===== src/rtl/legv8_pkg.sv =====
// legv8_pkg: shared constants and types for the LEGv8 fetch path.
//   DEF_ADDR_W / DEF_INSTR_W : default address and instruction widths
//   OPCODE_W, OPC_HI, OPC_LO : opcode field [31:21] handed to the control unit
//   PC_INCR                  : sequential PC step (one 32-bit word)
//   fetch_state_e            : fetch FSM states
package legv8_pkg;

  localparam int DEF_ADDR_W  = 64;
  localparam int DEF_INSTR_W = 32;
  localparam int OPCODE_W    = 11;
  localparam int OPC_HI      = 31;
  localparam int OPC_LO      = 21;
  localparam int PC_INCR     = 4;

  typedef enum logic [1:0] {
    IDLE  = 2'd0,
    FETCH = 2'd1,
    WAIT  = 2'd2,
    VALID = 2'd3
  } fetch_state_e;

endpackage


===== src/rtl/instr_fetch_pc_next.sv =====
// pc_next: combinational next-PC select for the fetch stage.
//   pc_i        : address of the instruction being accepted
//   br_offset_i : sign-extended word offset from the SEU
//   pc_src_i    : 1 = branch target, 0 = sequential
//   next_pc_o   : selected next PC, modulo 2^ADDR_W
module pc_next
  import legv8_pkg::*;
#(
  parameter int ADDR_W = DEF_ADDR_W
) (
  input  logic [ADDR_W-1:0] pc_i,
  input  logic [ADDR_W-1:0] br_offset_i,
  input  logic              pc_src_i,
  output logic [ADDR_W-1:0] next_pc_o
);

  logic [ADDR_W-1:0] br_target;
  logic [ADDR_W-1:0] seq_target;

  // The shift drops the top two offset bits and keeps the target word-aligned;
  // both sums wrap silently at 2^ADDR_W.
  assign br_target  = pc_i + (br_offset_i << 2);
  assign seq_target = pc_i + ADDR_W'(PC_INCR);
  assign next_pc_o  = pc_src_i ? br_target : seq_target;

endmodule


===== src/rtl/instr_fetch.sv =====
// instr_fetch: LEGv8 instruction-fetch stage.
// Holds the PC, fetches one word per instruction over a req/ack memory port and
// presents it (plus opcode field [31:21]) to decode through valid/ready.
// Ports:
//   clk, rst                      : clock, asynchronous active-high reset
//   imem_req/imem_addr            : fetch request, held (address stable) until ack
//   imem_ack/imem_rdata           : memory response, captured only in FETCH/WAIT
//   instr_valid/instr_ready       : decode handshake
//   instr, opcode, pc             : current instruction, its opcode field, its address
//   pc_src, br_offset             : next-PC select, sampled only on accept
//   fetch_cnt, stall_cnt          : perf counters, present only with IFETCH_PERF_EN
// Build option: define IFETCH_PERF_EN to add the accepted-instruction and
// WAIT-cycle counters.
module instr_fetch
  import legv8_pkg::*;
#(
  parameter int                ADDR_W   = DEF_ADDR_W,
  parameter int                INSTR_W  = DEF_INSTR_W,
  parameter logic [ADDR_W-1:0] RESET_PC = '0
) (
  input  logic                clk,
  input  logic                rst,
  output logic                imem_req,
  output logic [ADDR_W-1:0]   imem_addr,
  input  logic                imem_ack,
  input  logic [INSTR_W-1:0]  imem_rdata,
  output logic                instr_valid,
  input  logic                instr_ready,
  output logic [INSTR_W-1:0]  instr,
  output logic [OPCODE_W-1:0] opcode,
  output logic [ADDR_W-1:0]   pc,
`ifdef IFETCH_PERF_EN
  output logic [31:0]         fetch_cnt,
  output logic [31:0]         stall_cnt,
`endif
  input  logic                pc_src,
  input  logic [ADDR_W-1:0]   br_offset
);

  fetch_state_e        state_q;
  logic [ADDR_W-1:0]   pc_q;
  logic [ADDR_W-1:0]   pc_d;
  logic [INSTR_W-1:0]  instr_q;
  logic                accept;

  assign accept = (state_q == VALID) && instr_ready;

  pc_next #(
    .ADDR_W(ADDR_W)
  ) u_pc_next (
    .pc_i       (pc_q),
    .br_offset_i(br_offset),
    .pc_src_i   (pc_src),
    .next_pc_o  (pc_d)
  );

  // Fetch FSM; PC only moves on accept, so imem_addr is stable across WAIT.
  always_ff @(posedge clk or posedge rst) begin
    if (rst) begin
      state_q <= IDLE;
      pc_q    <= RESET_PC;
      instr_q <= '0;
    end else begin
      case (state_q)
        IDLE: state_q <= FETCH;
        FETCH, WAIT: begin
          if (imem_ack) begin
            instr_q <= imem_rdata;
            state_q <= VALID;
          end else begin
            state_q <= WAIT;
          end
        end
        VALID: begin
          if (instr_ready) begin
            pc_q    <= pc_d;
            state_q <= FETCH;
          end
        end
        default: state_q <= IDLE;
      endcase
    end
  end

  // Handshake outputs decode straight from state so reset drops the request at once.
  assign imem_req    = (state_q == FETCH) || (state_q == WAIT);
  assign imem_addr   = pc_q;
  assign instr_valid = (state_q == VALID);
  assign instr       = instr_q;
  assign opcode      = instr_q[OPC_HI:OPC_LO];
  assign pc          = pc_q;

`ifdef IFETCH_PERF_EN
  logic [31:0] fetch_cnt_q;
  logic [31:0] stall_cnt_q;

  always_ff @(posedge clk or posedge rst) begin
    if (rst) begin
      fetch_cnt_q <= '0;
      stall_cnt_q <= '0;
    end else begin
      if (accept)           fetch_cnt_q <= fetch_cnt_q + 32'd1;
      if (state_q == WAIT)  stall_cnt_q <= stall_cnt_q + 32'd1;
    end
  end

  assign fetch_cnt = fetch_cnt_q;
  assign stall_cnt = stall_cnt_q;
`endif

endmodule


===== config.mk =====
export PLATFORM = sky130hd
export DESIGN_NAME = instr_fetch
export DESIGN_NICKNAME = d
export VERILOG_FILES = /design/src/rtl/legv8_pkg.sv /design/src/rtl/instr_fetch_pc_next.sv /design/src/rtl/instr_fetch.sv
export SDC_FILE = /design/constraint.sdc
export NUM_CORES = 1
export LEC_CHECK = 0
export BUFFER_PORTS_ARGS = -buffer_cell sky130_fd_sc_hd__clkbuf_2
export CAP_MARGIN = 20
export CORE_ASPECT_RATIO = 1.4
export CORE_MARGIN = 2
export CORE_UTILIZATION = 35
export CTS_CLUSTER_DIAMETER = 150
export DETAILED_ROUTE_END_ITERATION = 7
export PLACE_DENSITY_LB_ADDON = 0.05
export SYNTH_ARGS = -nofsm -noshare
export SYNTH_HDL_FRONTEND = slang
export SYNTH_SLANG_ARGS = --single-unit

===== constraint.sdc =====
create_clock -name clk -period 3.31 [get_ports clk]
set_clock_uncertainty 0.05 [all_clocks]
set_input_delay 0.4965 -clock clk [delete_from_list [all_inputs] [get_ports clk]]
set_output_delay 0.4965 -clock clk [all_outputs]
set_load 0.01 [all_outputs]

==> results.yml <==
detailed_routing:
  drc_errors: 0
  via_per_inst: 4.98
  routed_wl_mm: 26.8
  wire_per_inst_um: 16.1
  drt_pass1_iterations: 6
  drt_iter0_markers: 289
  num_vias: 8314
  postRouteAntennaNets: 0
synthesis:
  synth.distinct_cells: 77
  syn-cell-area_mm2: 0.00855
  synth_compound_area_share_pct: 21.8
  synth.most_common_cell: "nand2_1"
  synth-main-ff-cell: "dfrtp_1"
  synth-seq-cells: 96
  yosysSeqAreaShare_pct: 28.1
  yosysTopAreaCell: "dfrtp_1"
  synth_area_leaders: "dfrtp_1 (28%), ha_1 (9.1%), buf_4 (6.8%), nand2_1 (5.7%), and2_1 (4.9%)"
  synth_common_cells: "nand2_1 (130), dfrtp_1 (96), buf_4 (78), a21oi_1 (77), and2_1 (67)"
  avgSynthCellArea_um2: 8.32
  synth_edf_count: 0
  synth_xor_area_share_pct: 4.51
  syn_inst: 1028
  synth.mux.area_fraction_pct: 4.84
  synth-simple-area-share_pct: 20.8
  synth_top_area_share_pct: 28.1
  synth_fa_ha_area_share_pct: 9.31
  async_reset_ff_share_pct: 100
  ys_warn_count: 0
  synth_top_family_by_area: "compound AO/OA/AOI/OAI gates"
setup_path:
  crit_chain: "clkbuf_2 -> buf_4 -> and2_1 -> ha_1 -> nand4_1 -> nor3_2 -> nand2_2 -> a2111oi_4 -> o21ai_2 -> nand4b_1 -> a41oi_2 -> or4_1 -> nand3_1"
  crit_path_start_kind: "primary input"
  crit_arrival_ns: 3.44
  critPathTopFamily: "simple AND/OR/NAND/NOR gates"
  slowest_delay_ns: 0.44
  critPathSlowestCell: "or4_1"
  timing_worst_setup_path_type: "primary input to register"
  critPathBufInv: 2
  cp_max_fo: 10
  cp-end-kind: "register"
  crit_required_ns: 3.56
floorplanning:
  io_pins: 274
  die-area_mm2: 0.0257
  die_h_um: 189
  rows: 67
  dieWidth_um: 136
  start_util_pct: 35.7
  core_area_mm2: 0.0240
cells_and_area:
  fin_cells: 1669
  layout-drive-gt1-share_pct: 39.1
  diodes: 0
  postLayoutCoreUtil_pct: 46.8
  area_growth_pct: 31.2
  nets: 1518
placement:
  hpwl_mm: 21.9
  place_congestion: 0.884
  port_buffers: 267
  dp_cells: 1652
  dpl_worst_slack_ns: -0.326
power_and_ir_drop:
  vdd_ir_drop_max_v: 0.000468
  p_per_area_mw_per_mm2: 841
  p_leak_uw: 0.00580
sta:
  worst_pin_slew_ns: 0.720
  relSlewSlack_pct: 52.0
  min_period_ns: 3.19
  hold_ws_ns: 0.164
  setup_viol: 0
  rsz0062_at_grt: "true"
  hold_viol: 0
  finalCritPeriodShare_pct: 96.4
  setup_slack_ns: 0.120
  fmax_mhz: 313
  drv_slew: 0
clock_tree:
  htree_levels: 3
  root_buffer: "clkbuf_16"
  cts.sinks: 96
  ctsLongestPathBuffers: 2
  cts_buffers: 9
  cts-hold-fix-buffers: 0
  cts_tree: "done"
  clk_latency_ns: 0.37
  cts.clk_slew.worst_paths_ns: 0.08
global_route:
  grt_overflow: 0
  grt_antenna_before_repair: 0
  grt_pass1_vias: 8210
  grt_pass1_wl_mm: 41.9
  grt_max_degree: 57
  grt_usage_pct: 20.7
job:
  cap_violations: 0
min_path:
  worstHoldPathType: "primary input to asynchronous set/reset pin"
outcome:
  outcome: "finished, final reports clean"
==> layout by cell type, fill, tap and decap left out, types with 24 or more instances in the layout <==
cell type / count
dfrtp_1: 96
clkbuf_2: 267
o21ai_0: 66
nand2_1: 129
buf_4: 172
inv_1: 24
mux2_2: 35
nand3_1: 26
and2_1: 67
a21o_1: 35
a21oi_1: 73
ha_1: 60
nor2_1: 42
==> path summary, 6_finish.rpt <==
check	from	end	slack, ns	cells past startpoint
min in group clk	imem_rdata[21]	instr[21]	0.31	2
max in group asynchronous	rst	imem_addr[51]	2.32	3
worst max register to register	imem_addr[12]	imem_addr[57]	0.24	14
worst min-delay path	rst	imem_addr[8]	0.16	2
worst max-delay path	pc_src	imem_addr[57]	0.12	13
worst min register to register	state_q[0]	state_q[0]	0.45	1
==> logic make-up after synthesis <==
family,Yosys count
compound gates,284
xor+xnor,44
fa+ha+maj,63
buf+inv,155
flops,96
mux,37
other cells,1
simple gates,348
==> routing by layer <==
metal,up-vias,share of wire (%),track usage (%)
met5,-,0,0
met4,0,1.7,5.73
met3,23,3.4,2.86
met2,164,56,40.5
met1,3902,39,22.8
li1,4225,-,-
==> registers in the layout (all words and copies together), names as in the netlist <==
| name | count |
|---|---|
| instr | 32 |
| state_q | 2 |
| imem_addr | 62 |
==> power by group <==
group	total [uW]	internal, uW	switching, uW
logic	6050	2830	3220
clock network	1120	545	573
registers	2270	1740	537
total	9440	5110	4330
==> metrics by stage <==
step	total power (uW)	cell area [um2]	setup TNS, ns
floorplan	6180	8560	0
global route	10300	11200	-0.0488
CTS	9540	11100	0
global placement	8340	10800	-5.14
finish	9440	11200	0
detailed placement	8370	10800	-4.91
==> layout make-up <==
type                            count  area (um2)
Clock buffer                        9         225
Clock inverter                      7        83.8
Fill cell                        2471       12800
Inverter                           25        96.3
Multi-Input combinational cell    780        5340
Sequential cell                    96        2400
Tap cell                          310         388
Timing Repair Buffer              442        2680
==> repair_timing <==
| item | in CTS | in global routing |
|---|---|---|
| gates resized for setup | 0 | 17 |
| buffers inserted | 0 | 1 |
| setup endpoints to repair | 0 | 20 |
Note: power is estimated with default switching activity, not from simulation.
